--- config.mk ---
export PLATFORM = sky130hd
export DESIGN_NAME = riot_gen2
export DESIGN_NICKNAME = d
export VERILOG_FILES = /design/src/rtl/riot_pkg.sv /design/src/rtl/riot_timer.sv /design/src/rtl/riot_gen2.sv
export SDC_FILE = /design/constraint.sdc
export NUM_CORES = 1
export LEC_CHECK = 0
export BUFFER_PORTS_ARGS = -buffer_cell sky130_fd_sc_hd__buf_2
export CAP_MARGIN = 30
export CORE_ASPECT_RATIO = 1.4
export CORE_UTILIZATION = 40
export DETAILED_ROUTE_END_ITERATION = 6
export GPL_ROUTABILITY_DRIVEN = 1
export GPL_TIMING_DRIVEN = 0
export SLEW_MARGIN = 20
export SYNTH_ARGS = -nofsm -noshare
export SYNTH_HDL_FRONTEND = slang
export SYNTH_HIERARCHICAL = 1
export SYNTH_SLANG_ARGS = --single-unit
--- constraint.sdc ---
create_clock -name clk_i -period 2.6 [get_ports clk_i]
set_input_delay 0.78 -clock clk_i [delete_from_list [all_inputs] [get_ports clk_i]]
set_output_delay 0.78 -clock clk_i [all_outputs]
set_load 0.01 [all_outputs]
--- src/rtl/riot_pkg.sv ---
// Shared constants for the riot_gen2 RIOT peripheral: register offsets,
// address decode masks, timer interval lengths and INSTAT bit positions.
package riot_pkg;

  localparam logic [4:0] ADR_SWCHA      = 5'h00;
  localparam logic [4:0] ADR_SWACNT     = 5'h01;
  localparam logic [4:0] ADR_SWCHB      = 5'h02;
  localparam logic [4:0] ADR_SWBCNT     = 5'h03;
  localparam logic [4:0] ADR_INTIM      = 5'h04;
  localparam logic [4:0] ADR_INSTAT     = 5'h05;
  localparam logic [4:0] ADR_INTIM_ALT  = 5'h0C;
  localparam logic [4:0] ADR_INSTAT_ALT = 5'h0D;

  // Edge control lives at 0x04-0x07, timer loads at 0x14-0x17 / 0x1C-0x1F.
  localparam logic [4:0] ADR_EDGE_BASE = 5'h04;
  localparam logic [4:0] EDGE_ADR_MASK = 5'h1C;
  localparam logic [4:0] ADR_TIM1T     = 5'h14;
  localparam logic [4:0] TIM_ADR_MASK  = 5'h14;
  localparam int         ADR_IE_BIT    = 3;

  localparam logic [10:0] IVL_1T    = 11'd1;
  localparam logic [10:0] IVL_8T    = 11'd8;
  localparam logic [10:0] IVL_64T   = 11'd64;
  localparam logic [10:0] IVL_1024T = 11'd1024;

  localparam int INSTAT_TIM_BIT = 7;
  localparam int INSTAT_PA7_BIT = 6;

  function automatic logic [10:0] interval_len(input logic [1:0] sel);
    case (sel)
      2'd0:    return IVL_1T;
      2'd1:    return IVL_8T;
      2'd2:    return IVL_64T;
      default: return IVL_1024T;
    endcase
  endfunction

endpackage

--- src/rtl/riot_timer.sv ---
// Prescaled interval timer: CPU-cycle prescaler, interval counter, INTIM,
// underflow into 1T mode and the sticky timer flag.
module riot_timer
  import riot_pkg::*;
#(
  parameter int CLK_DIV = 24
) (
  input  logic       clk_i,
  input  logic       rst_i,
  input  logic       load_i,
  input  logic [7:0] load_val_i,
  input  logic [1:0] sel_i,
  input  logic       rd_clr_i,
  output logic [7:0] intim_o,
  output logic       flag_o
);

  localparam int PW = $clog2(CLK_DIV);

  logic [PW-1:0] presc_q, presc_d;
  logic [10:0]   ivl_cnt_q, ivl_cnt_d;
  logic [1:0]    sel_q, sel_d;
  logic          one_t_q, one_t_d;
  logic [7:0]    intim_q, intim_d;
  logic          flag_q, flag_d;
  logic          tick;
  logic          dec;

  always_comb begin
    tick      = (presc_q == PW'(CLK_DIV - 1));
    presc_d   = tick ? '0 : presc_q + 1'b1;
    ivl_cnt_d = ivl_cnt_q;
    sel_d     = sel_q;
    one_t_d   = one_t_q;
    intim_d   = intim_q;
    flag_d    = flag_q & ~rd_clr_i;
    dec       = 1'b0;

    if (tick) begin
      if (one_t_q || (ivl_cnt_q == interval_len(sel_q) - 11'd1)) begin
        ivl_cnt_d = '0;
        dec       = 1'b1;
      end else begin
        ivl_cnt_d = ivl_cnt_q + 11'd1;
      end
    end

    // Decrement from zero wraps to FF, so the flag set happens here and
    // overrides a same-cycle read-clear.
    if (dec) begin
      intim_d = intim_q - 8'd1;
      if (intim_q == 8'd0) begin
        flag_d  = 1'b1;
        one_t_d = 1'b1;
      end
    end

    // A load wins over any decrement or underflow in the same cycle.
    if (load_i) begin
      intim_d   = load_val_i;
      sel_d     = sel_i;
      presc_d   = '0;
      ivl_cnt_d = '0;
      flag_d    = 1'b0;
      one_t_d   = 1'b0;
    end
  end

  always_ff @(posedge clk_i) begin
    if (rst_i) begin
      presc_q   <= '0;
      ivl_cnt_q <= '0;
      sel_q     <= 2'd0;
      one_t_q   <= 1'b0;
      intim_q   <= 8'd0;
      flag_q    <= 1'b0;
    end else begin
      presc_q   <= presc_d;
      ivl_cnt_q <= ivl_cnt_d;
      sel_q     <= sel_d;
      one_t_q   <= one_t_d;
      intim_q   <= intim_d;
      flag_q    <= flag_d;
    end
  end

  assign intim_o = intim_q;
  assign flag_o  = flag_q;

endmodule

--- src/rtl/riot_gen2.sv ---
// Wishbone 6532-style RIOT: ports A/B with direction registers, PA7 edge
// detect, interval timer and a maskable interrupt.
module riot_gen2
  import riot_pkg::*;
#(
  parameter int         CLK_DIV    = 24,
  parameter logic [7:0] PA_DDR_RST = 8'h00,
  parameter logic [7:0] PB_DDR_RST = 8'h00,
  parameter logic [7:0] PB_OUT_RST = 8'h00
) (
  input  logic       clk_i,
  input  logic       rst_i,
  input  logic       stb_i,
  input  logic       we_i,
  input  logic [6:0] adr_i,
  input  logic [7:0] dat_i,
  output logic       ack_o,
  output logic [7:0] dat_o,
  input  logic [7:0] pa_i,
  output logic [7:0] pa_o,
  output logic [7:0] pa_oe,
  input  logic [7:0] pb_i,
  output logic [7:0] pb_o,
  output logic [7:0] pb_oe,
  output logic       irq_o
);

  logic       ack_q, ack_d;
  logic [7:0] dat_q, dat_d;
  logic [7:0] pa_o_q, pa_o_d, pa_oe_q, pa_oe_d;
  logic [7:0] pb_o_q, pb_o_d, pb_oe_q, pb_oe_d;
  logic       pol_q, pol_d;
  logic       pa7_ie_q, pa7_ie_d;
  logic       tim_ie_q, tim_ie_d;
  logic       sync1_q, sync2_q, last_q;
  logic       pa7_flag_q, pa7_flag_d;
  logic       irq_q, irq_d;

  logic [4:0] adr;
  logic [7:0] pa_mix, pb_mix, rd_data, intim;
  logic       rd, wr, tim_load, tim_rd_clr, pa7_rd_clr, pa7_edge, tim_flag;
  logic       unused_adr;

  assign adr        = adr_i[4:0];
  assign unused_adr = ^adr_i[6:5];

  always_comb begin
    pa_mix     = (pa_o_q & pa_oe_q) | (pa_i & ~pa_oe_q);
    pb_mix     = (pb_o_q & pb_oe_q) | (pb_i & ~pb_oe_q);
    rd         = stb_i & ~we_i;
    wr         = stb_i & we_i;
    tim_load   = wr && ((adr & TIM_ADR_MASK) == ADR_TIM1T);
    tim_rd_clr = rd && ((adr == ADR_INTIM) || (adr == ADR_INTIM_ALT));
    pa7_rd_clr = rd && ((adr == ADR_INSTAT) || (adr == ADR_INSTAT_ALT));
    pa7_edge   = pol_q ? (sync2_q & ~last_q) : (~sync2_q & last_q);

    rd_data = 8'h00;
    case (adr)
      ADR_SWCHA:  rd_data = pa_mix;
      ADR_SWACNT: rd_data = pa_oe_q;
      ADR_SWCHB:  rd_data = pb_mix;
      ADR_SWBCNT: rd_data = pb_oe_q;
      ADR_INTIM, ADR_INTIM_ALT: rd_data = intim;
      ADR_INSTAT, ADR_INSTAT_ALT: begin
        rd_data[INSTAT_TIM_BIT] = tim_flag;
        rd_data[INSTAT_PA7_BIT] = pa7_flag_q;
      end
      default: rd_data = 8'h00;
    endcase

    ack_d    = stb_i;
    dat_d    = rd ? rd_data : dat_q;
    pa_o_d   = (wr && adr == ADR_SWCHA)  ? dat_i : pa_o_q;
    pa_oe_d  = (wr && adr == ADR_SWACNT) ? dat_i : pa_oe_q;
    pb_o_d   = (wr && adr == ADR_SWCHB)  ? dat_i : pb_o_q;
    pb_oe_d  = (wr && adr == ADR_SWBCNT) ? dat_i : pb_oe_q;
    pol_d    = pol_q;
    pa7_ie_d = pa7_ie_q;
    if (wr && ((adr & EDGE_ADR_MASK) == ADR_EDGE_BASE)) begin
      pol_d    = adr[0];
      pa7_ie_d = adr[1];
    end
    tim_ie_d   = tim_load ? adr[ADR_IE_BIT] : tim_ie_q;
    pa7_flag_d = pa7_edge | (pa7_flag_q & ~pa7_rd_clr);
    irq_d      = (tim_flag & tim_ie_q) | (pa7_flag_q & pa7_ie_q);
  end

  always_ff @(posedge clk_i) begin
    if (rst_i) begin
      ack_q      <= 1'b0;
      dat_q      <= 8'h00;
      pa_o_q     <= 8'h00;
      pa_oe_q    <= PA_DDR_RST;
      pb_o_q     <= PB_OUT_RST;
      pb_oe_q    <= PB_DDR_RST;
      pol_q      <= 1'b0;
      pa7_ie_q   <= 1'b0;
      tim_ie_q   <= 1'b0;
      sync1_q    <= 1'b0;
      sync2_q    <= 1'b0;
      last_q     <= 1'b0;
      pa7_flag_q <= 1'b0;
      irq_q      <= 1'b0;
    end else begin
      ack_q      <= ack_d;
      dat_q      <= dat_d;
      pa_o_q     <= pa_o_d;
      pa_oe_q    <= pa_oe_d;
      pb_o_q     <= pb_o_d;
      pb_oe_q    <= pb_oe_d;
      pol_q      <= pol_d;
      pa7_ie_q   <= pa7_ie_d;
      tim_ie_q   <= tim_ie_d;
      sync1_q    <= pa_mix[7];
      sync2_q    <= sync1_q;
      last_q     <= sync2_q;
      pa7_flag_q <= pa7_flag_d;
      irq_q      <= irq_d;
    end
  end

  riot_timer #(.CLK_DIV(CLK_DIV)) u_timer (
    .clk_i      (clk_i),
    .rst_i      (rst_i),
    .load_i     (tim_load),
    .load_val_i (dat_i),
    .sel_i      (adr[1:0]),
    .rd_clr_i   (tim_rd_clr),
    .intim_o    (intim),
    .flag_o     (tim_flag)
  );

  assign ack_o = ack_q;
  assign dat_o = dat_q;
  assign pa_o  = pa_o_q;
  assign pa_oe = pa_oe_q;
  assign pb_o  = pb_o_q;
  assign pb_oe = pb_oe_q;
  assign irq_o = irq_q;

endmodule

==> run_results.csv, run 1 <==
group,metric,value,unit
critical_path,crit_type,"reg -> reg",
placed_design,io_buffers,74,
logic_synthesis,synth_edf_count,0,
global_routing,grt_pass1_vias,3348,
global_routing,antenna_found_initial,0,
layout,nets,575,
timing,finalCritPeriodShare,0.912,
cts,root_buffer,"clkbuf_16",
critical_path,cpMaxStageDelayCell,"or4_1",
placed_design,dp_slack,-0.0299,ns
timing,relSlewSlack,0.525,
critical_path,path_cells,"or4_1, a211oi_2, o221a_2, nor2_2, o21ai_1, nor2_1",
cts,clk_latency,0.33,ns
routing,routed_wirelength,10700,um
routing,vias,3656,
layout,diodes,0,
logic_synthesis,syn_nets,490,
power,p_leak,1.76,nW
cts,cts_setup_buffers,0,
cts,clk_pin_slew,0.06,ns
min_path,hp-class,"reg -> reg",
timing,tns,0,ns
routing,wire_per_inst,16.5,um
global_routing,grt_pass1_wl,17000,um
status,status,"finished with violations",
floorplan,pin_count,77,
critical_path,startpoint_type,"register",
routing,post_drt_via_cell_ratio,5.64,
layout,final_cells,648,
timing,rsz0062_at_grt,"no",
logic_synthesis,ys_types,60,
placed_design,dpl.cell_count,632,
critical_path,critPathMaxFanout,7,
logic_synthesis,synth_cells,451,
floorplan,initial_core_util,0.414,
run,max-cap-violations,0,
global_routing,grt_usage,0.223,
layout,syn_to_final_growth,21.2,%
logic_synthesis,yosys_warnings,6,
critical_path,required,2.80,ns
timing,worstMarginPinSlew,0.694,ns
layout,multi_input_area,0.00209,mm2
power,ir_drop,0.000324,V
floorplan,dieHeight,117,um
logic_synthesis,ys_top_cells_by_area,"dfxtp_1, mux2i_1, nor2_1",
timing,max_freq,422,MHz
cts,htreeDepth,3,
logic_synthesis,synth_most_common_cell,"dfxtp_1",
routing,first_pass_iters,7,
global_routing,overflow,0,
floorplan,die_w,84.0,um
logic_synthesis,async_flop_share,0,
logic_synthesis,netlist_area,0.00376,mm2
floorplan,core_area,0.00908,mm2
global_routing,grt_max_degree,14,
logic_synthesis,postSynthAreaPerCell,8.34,um2
critical_path,cp-end-kind,"register",
floorplan,row_count,41,
logic_synthesis,ys_seq_area_frac,0.410,
critical_path,cp_data_arrival_time,2.57,ns
layout,fin_util,0.502,
logic_synthesis,synth_top_area_cell,"dfxtp_1",
critical_path,cpPeakStageDelay,0.56,ns
timing,finalSetupViolCount,0,
timing,finalHoldViolCount,0,
timing,slew_viol_final,0,
cts,postCtsResizedCells,0,
layout,drive_gt1_frac,0.229,
cts,cts_buffer_depth,2,
logic_synthesis,synth_common_cells,"dfxtp_1, nor2_1, nand2_1",
cts,cts_made_buffers,9,
routing,drc,18,
status,violations,"design-rule violations",
cts,cts_hold_buf,0,
placed_design,dp_hpwl,8040,um
routing,first_iter_violations,215,
timing,fin_crit,2.37,ns
logic_synthesis,yosys_most_used_dff,"dfxtp_1",
timing,layout_setup_ws,0.228,ns
placed_design,routabilityCongestion,0.835,
cts,cts_tree,"done",
timing,clock_skew,0.00733,ns
layout,fillCellCount,898,
power,p_per_area,587,mW/mm2
logic_synthesis,yosysTopAreaCellShare,0.410,
cts,clkSinkCount,77,
logic_synthesis,ys_seq_elements,77,
layout,seqCellArea,0.00154,mm2
routing,antenna_left,0,
floorplan,die_area,0.00980,mm2
-- routing by layer --
layer  wire [um]  vias up  track usage
met2        5300      121        0.394
met5           0        -            0
met3         550       25       0.0459
li1            -     1795            -
met4         332        0        0.110
met1        4540     1715        0.259
-- power breakdown --
part	leakage (nW)	internal (mW)	total (mW)	switching (mW)
Sequential	0.624	1.20	1.22	0.0188
Combinational	0.989	0.0849	0.225	0.140
Clock	0.145	0.737	1.23	0.493
-- per-stage QoR --
stage               cell area [um2]  total power, mW  hold slack [ns]
floorplan                      3760             1.38            0.414
global placement               4270             1.47            0.415
detailed placement             4270             1.47            0.426
CTS                            4560             2.71            0.440
global route                   4560             2.78            0.482
finish                         4560             2.68            0.440
-- kinds of logic (layout without fill, tap and decap cells) --
kind of cell / count (synthesis) / count (layout) / synth area share
mux: 25 / 25 / 0.0665
simple gates: 175 / 175 / 0.240
fa+ha+maj: 4 / 4 / 0.0133
xor+xnor: 13 / 13 / 0.0303
flops: 77 / 77 / 0.410
compound gates: 125 / 125 / 0.206
buf+inv: 32 / 122 / 0.0346
-- registers in the layout (all words and copies together) (netlist names), 2 cells and up --
signal / count
dat_o: 8
pa_o: 8
u_timer/intim_o: 8
pb_oe: 8
u_timer/presc_q: 5
pa_oe: 8
pb_o: 8
u_timer/ivl_cnt_q: 11
u_timer/sel_q: 2
-- final timing paths --
kind / start / endpoint / slack (ns) / depth (start not counted)
worst max-delay path: u_timer/sel_q[1] / u_timer/ivl_cnt_q[8] / 0.23 / 6
worst min-delay path: sync1_q / sync2_q / 0.44 / 1
worst max register to register: u_timer/sel_q[1] / u_timer/ivl_cnt_q[8] / 0.23 / 6
worst min register to register: sync1_q / sync2_q / 0.44 / 1
-- worst max-delay path, delay by kind of cell (launching register included) --
family,cells,cell delay (ns)
DFF,1,0.38
AOI/OAI and AO/OA,3,1.08
and+or+nand+nor,3,0.77
-- layout by cell type, fill, tap and decap left out, types with 2 or more instances in the layout --
cell type and n:
xor2_1 8, or3_1 2, buf_2 79, inv_1 8
mux2i_1 25, nand3b_1 2, a21oi_1 41, a211oi_2 2
buf_1 2, clkinv_2 4, a22oi_1 3, nand3_1 10
nor4b_1 3, a31oi_1 2, clkbuf_16 9, a211oi_1 14
or3b_2 14, xnor2_1 5, and3_1 2, dfxtp_1 77
ha_1 4, nor2_2 2, nor2_1 66, nor3_1 5
o21ai_0 41, nor2b_1 5, nand4_1 3, or4_1 5
nor3_4 2, nor4_1 2, o211ai_1 2, clkbuf_1 16
nand2_1 42, and4_1 2, a2111oi_0 2
-- cell type report --
| cell class | count | area share |
|---|---|---|
| inverter | 8 | 0.00659 |
| tap | 107 | 0.0294 |
| sequential | 77 | 0.338 |
| clock inverter | 7 | 0.0145 |
| buffer | 24 | 0.0220 |
| clock buffer | 9 | 0.0494 |
| timing repair buffer | 74 | 0.0813 |
| multi-input combinational | 342 | 0.459 |
No activity file was read; power rests on OpenSTA's default activity.
==> run 2: changes to the inputs <==
- CORE_UTILIZATION: 40 -> 45
- PLACE_DENSITY: unset -> 0.68
==> run 2 against run 1 <==
The flow now finishes without violations. Utilization is 6.1 points higher. Sequential power hardly changed. Combinational power barely moved. Global-route usage rose by 2.4 points. Via count fell by 0.98%. Cell area up 0.74%. Die area is 11% lower. Wire length is 2.8% lower. Critical path type unchanged. Largest cell class unchanged. Largest power group unchanged.
==> run_results.csv, run 2 (synthesized netlist as in run 1, its figures left out) <==
group,metric,value,unit
status,status,"complete, no violations",
timing,clock_skew,0.00721,ns
placed_design,io_buffers,74,
routing,antenna_left,0,
layout,syn_to_final_growth,22.0,%
global_routing,grt_max_degree,13,
cts,clkSinkCount,77,
placed_design,routabilityCongestion,0.883,
layout,final_cell_mix,"buf_2, dfxtp_1, nor2_1, nand2_1",
critical_path,required,2.85,ns
cts,root_buffer,"clkbuf_16",
power,p_seq_frac,0.434,
floorplan,core_area,0.00815,mm2
power,p_leak,1.78,nW
floorplan,die_w,79.3,um
placed_design,dp_hpwl,7860,um
power,ir_drop,0.000429,V
cts,clk_latency,0.34,ns
layout,final_cells,643,
layout,mostFrequentLayoutCell,"buf_2",
timing,rsz0062_at_grt,"no",
timing,hold_ws,0.436,ns
timing,finalCritPeriodShare,0.886,
floorplan,row_count,39,
layout,largest-register,"u_timer/ivl_cnt_q",
layout,drive_gt1_frac,0.229,
timing,relSlewSlack,0.556,
layout,nets,575,
critical_path,startpoint_type,"register",
timing,finalSetupViolCount,0,
power,finalPower,2.81,mW
power,p_comb_frac,0.080,
timing,layout_setup_ws,0.298,ns
layout,fillCellCount,742,
floorplan,initial_core_util,0.462,
critical_path,crit_type,"reg -> reg",
cts,cts_buffer_depth,2,
routing,post_drt_via_cell_ratio,5.63,
timing,finalHoldViolCount,0,
global_routing,grt_pass1_wl,16400,um
layout,diodes,0,
global_routing,antenna_found_initial,0,
power,switching_share,0.225,
routing,wire_per_inst,16.2,um
cts,htreeDepth,3,
floorplan,pin_count,77,
global_routing,grt_pass1_vias,3298,
run,max-cap-violations,0,
timing,slew_viol_final,0,
layout,largest_register_ffs,11,
critical_path,cpMaxStageDelayCell,"or4_1",
timing,max_freq,434,MHz
critical_path,critPathMaxFanout,7,
routing,vias,3620,
critical_path,cp-end-kind,"register",
placed_design,dp_slack,0.00630,ns
global_routing,grt_usage,0.248,
critical_path,path_cells,"or4_1, a211oi_2, o221ai_2, nor3_2, nand3_1, a41oi_2",
cts,clk_pin_slew,0.05,ns
critical_path,cp_data_arrival_time,2.56,ns
routing,routed_wirelength,10400,um
critical_path,cpPeakStageDelay,0.58,ns
floorplan,die_area,0.00874,mm2
min_path,hp-class,"reg -> reg",
critical_path,crit_buf_inv,0,
floorplan,dieHeight,110,um
power,clkPwrFrac,0.486,
power,switchingPower,0.633,mW
timing,tns,0,ns
power,p_int,2.18,mW
global_routing,overflow,0,
cts,cts_made_buffers,9,
placed_design,dpl.cell_count,627,
routing,first_pass_iters,5,
timing,fin_crit,2.30,ns
critical_path,path_delay_family,"simple AND/OR/NAND/NOR gates",
cts,cts_setup_buffers,0,
routing,first_iter_violations,216,
power,p_per_area,612,mW/mm2
timing,worstMarginPinSlew,0.656,ns
cts,cts_tree,"done",
routing,drc,0,
## run 2: cell count changes in the layout (fill, tap and decap cells not counted), sizes merged
cell | previous run | this run
clkbuf | 25 | 28
clkinv | 5 | 2
bufinv | 1 | 2
clkinvlp | 1 | 0
## run 2: routing by layer
metal,up-vias,part of all wire,track usage
met5,-,0,0
met4,0,0.023,0.0987
met3,24,0.050,0.0527
met2,131,0.52,0.453
met1,1670,0.41,0.277
li1,1795,-,-
## run 2: path summary, 6_finish.rpt
| path | slack (ns) | to | from | cells after the start |
|---|---|---|---|---|
| worst max register to register | 0.30 | u_timer/intim_o[6] | u_timer/sel_q[1] | 6 |
| worst min-delay path | 0.44 | sync2_q | sync1_q | 1 |
| worst max-delay path | 0.30 | u_timer/intim_o[6] | u_timer/sel_q[1] | 6 |
| worst min register to register | 0.44 | sync2_q | sync1_q | 1 |
## run 2: per-stage QoR
step / cell area [um2] / util
6_report: 4590 / 0.563
5_1_grt: 4590 / 0.563
4_1_cts: 4590 / 0.563
3_5_place_dp: 4260 / 0.523
3_3_place_gp: 4260 / 0.523
2_1_floorplan: 3760 / -
## run 2: area by class of cell
cell class / instances / area (um2) / area share
clock buffers: 12 / 256 / 0.0559
plain buffers: 24 / 100 / 0.0218
flip-flops and latches: 77 / 1540 / 0.336
inverters: 8 / 30.0 / 0.00654
well taps: 102 / 128 / 0.0278
multi-input cells: 342 / 2100 / 0.456
repair buffers: 74 / 370 / 0.0807
clock inverters: 4 / 70.1 / 0.0153
## run 2: what timing repair did
item / CTS / global route
gates resized for setup: 0 / 2
hold buffers: 0 / 0
setup endpoints to repair: 0 / 1
## run 2: power groups by stage
| stage | Combinational, mW | Sequential, mW | Clock, mW |
|---|---|---|---|
| detailed placement | 0.221 | 1.25 | 0 |
| finish | 0.224 | 1.22 | 1.37 |
| global placement | 0.217 | 1.25 | 0 |
| floorplan | 0.128 | 1.25 | 0 |
| CTS | 0.223 | 1.22 | 1.38 |
| global route | 0.245 | 1.22 | 1.44 |
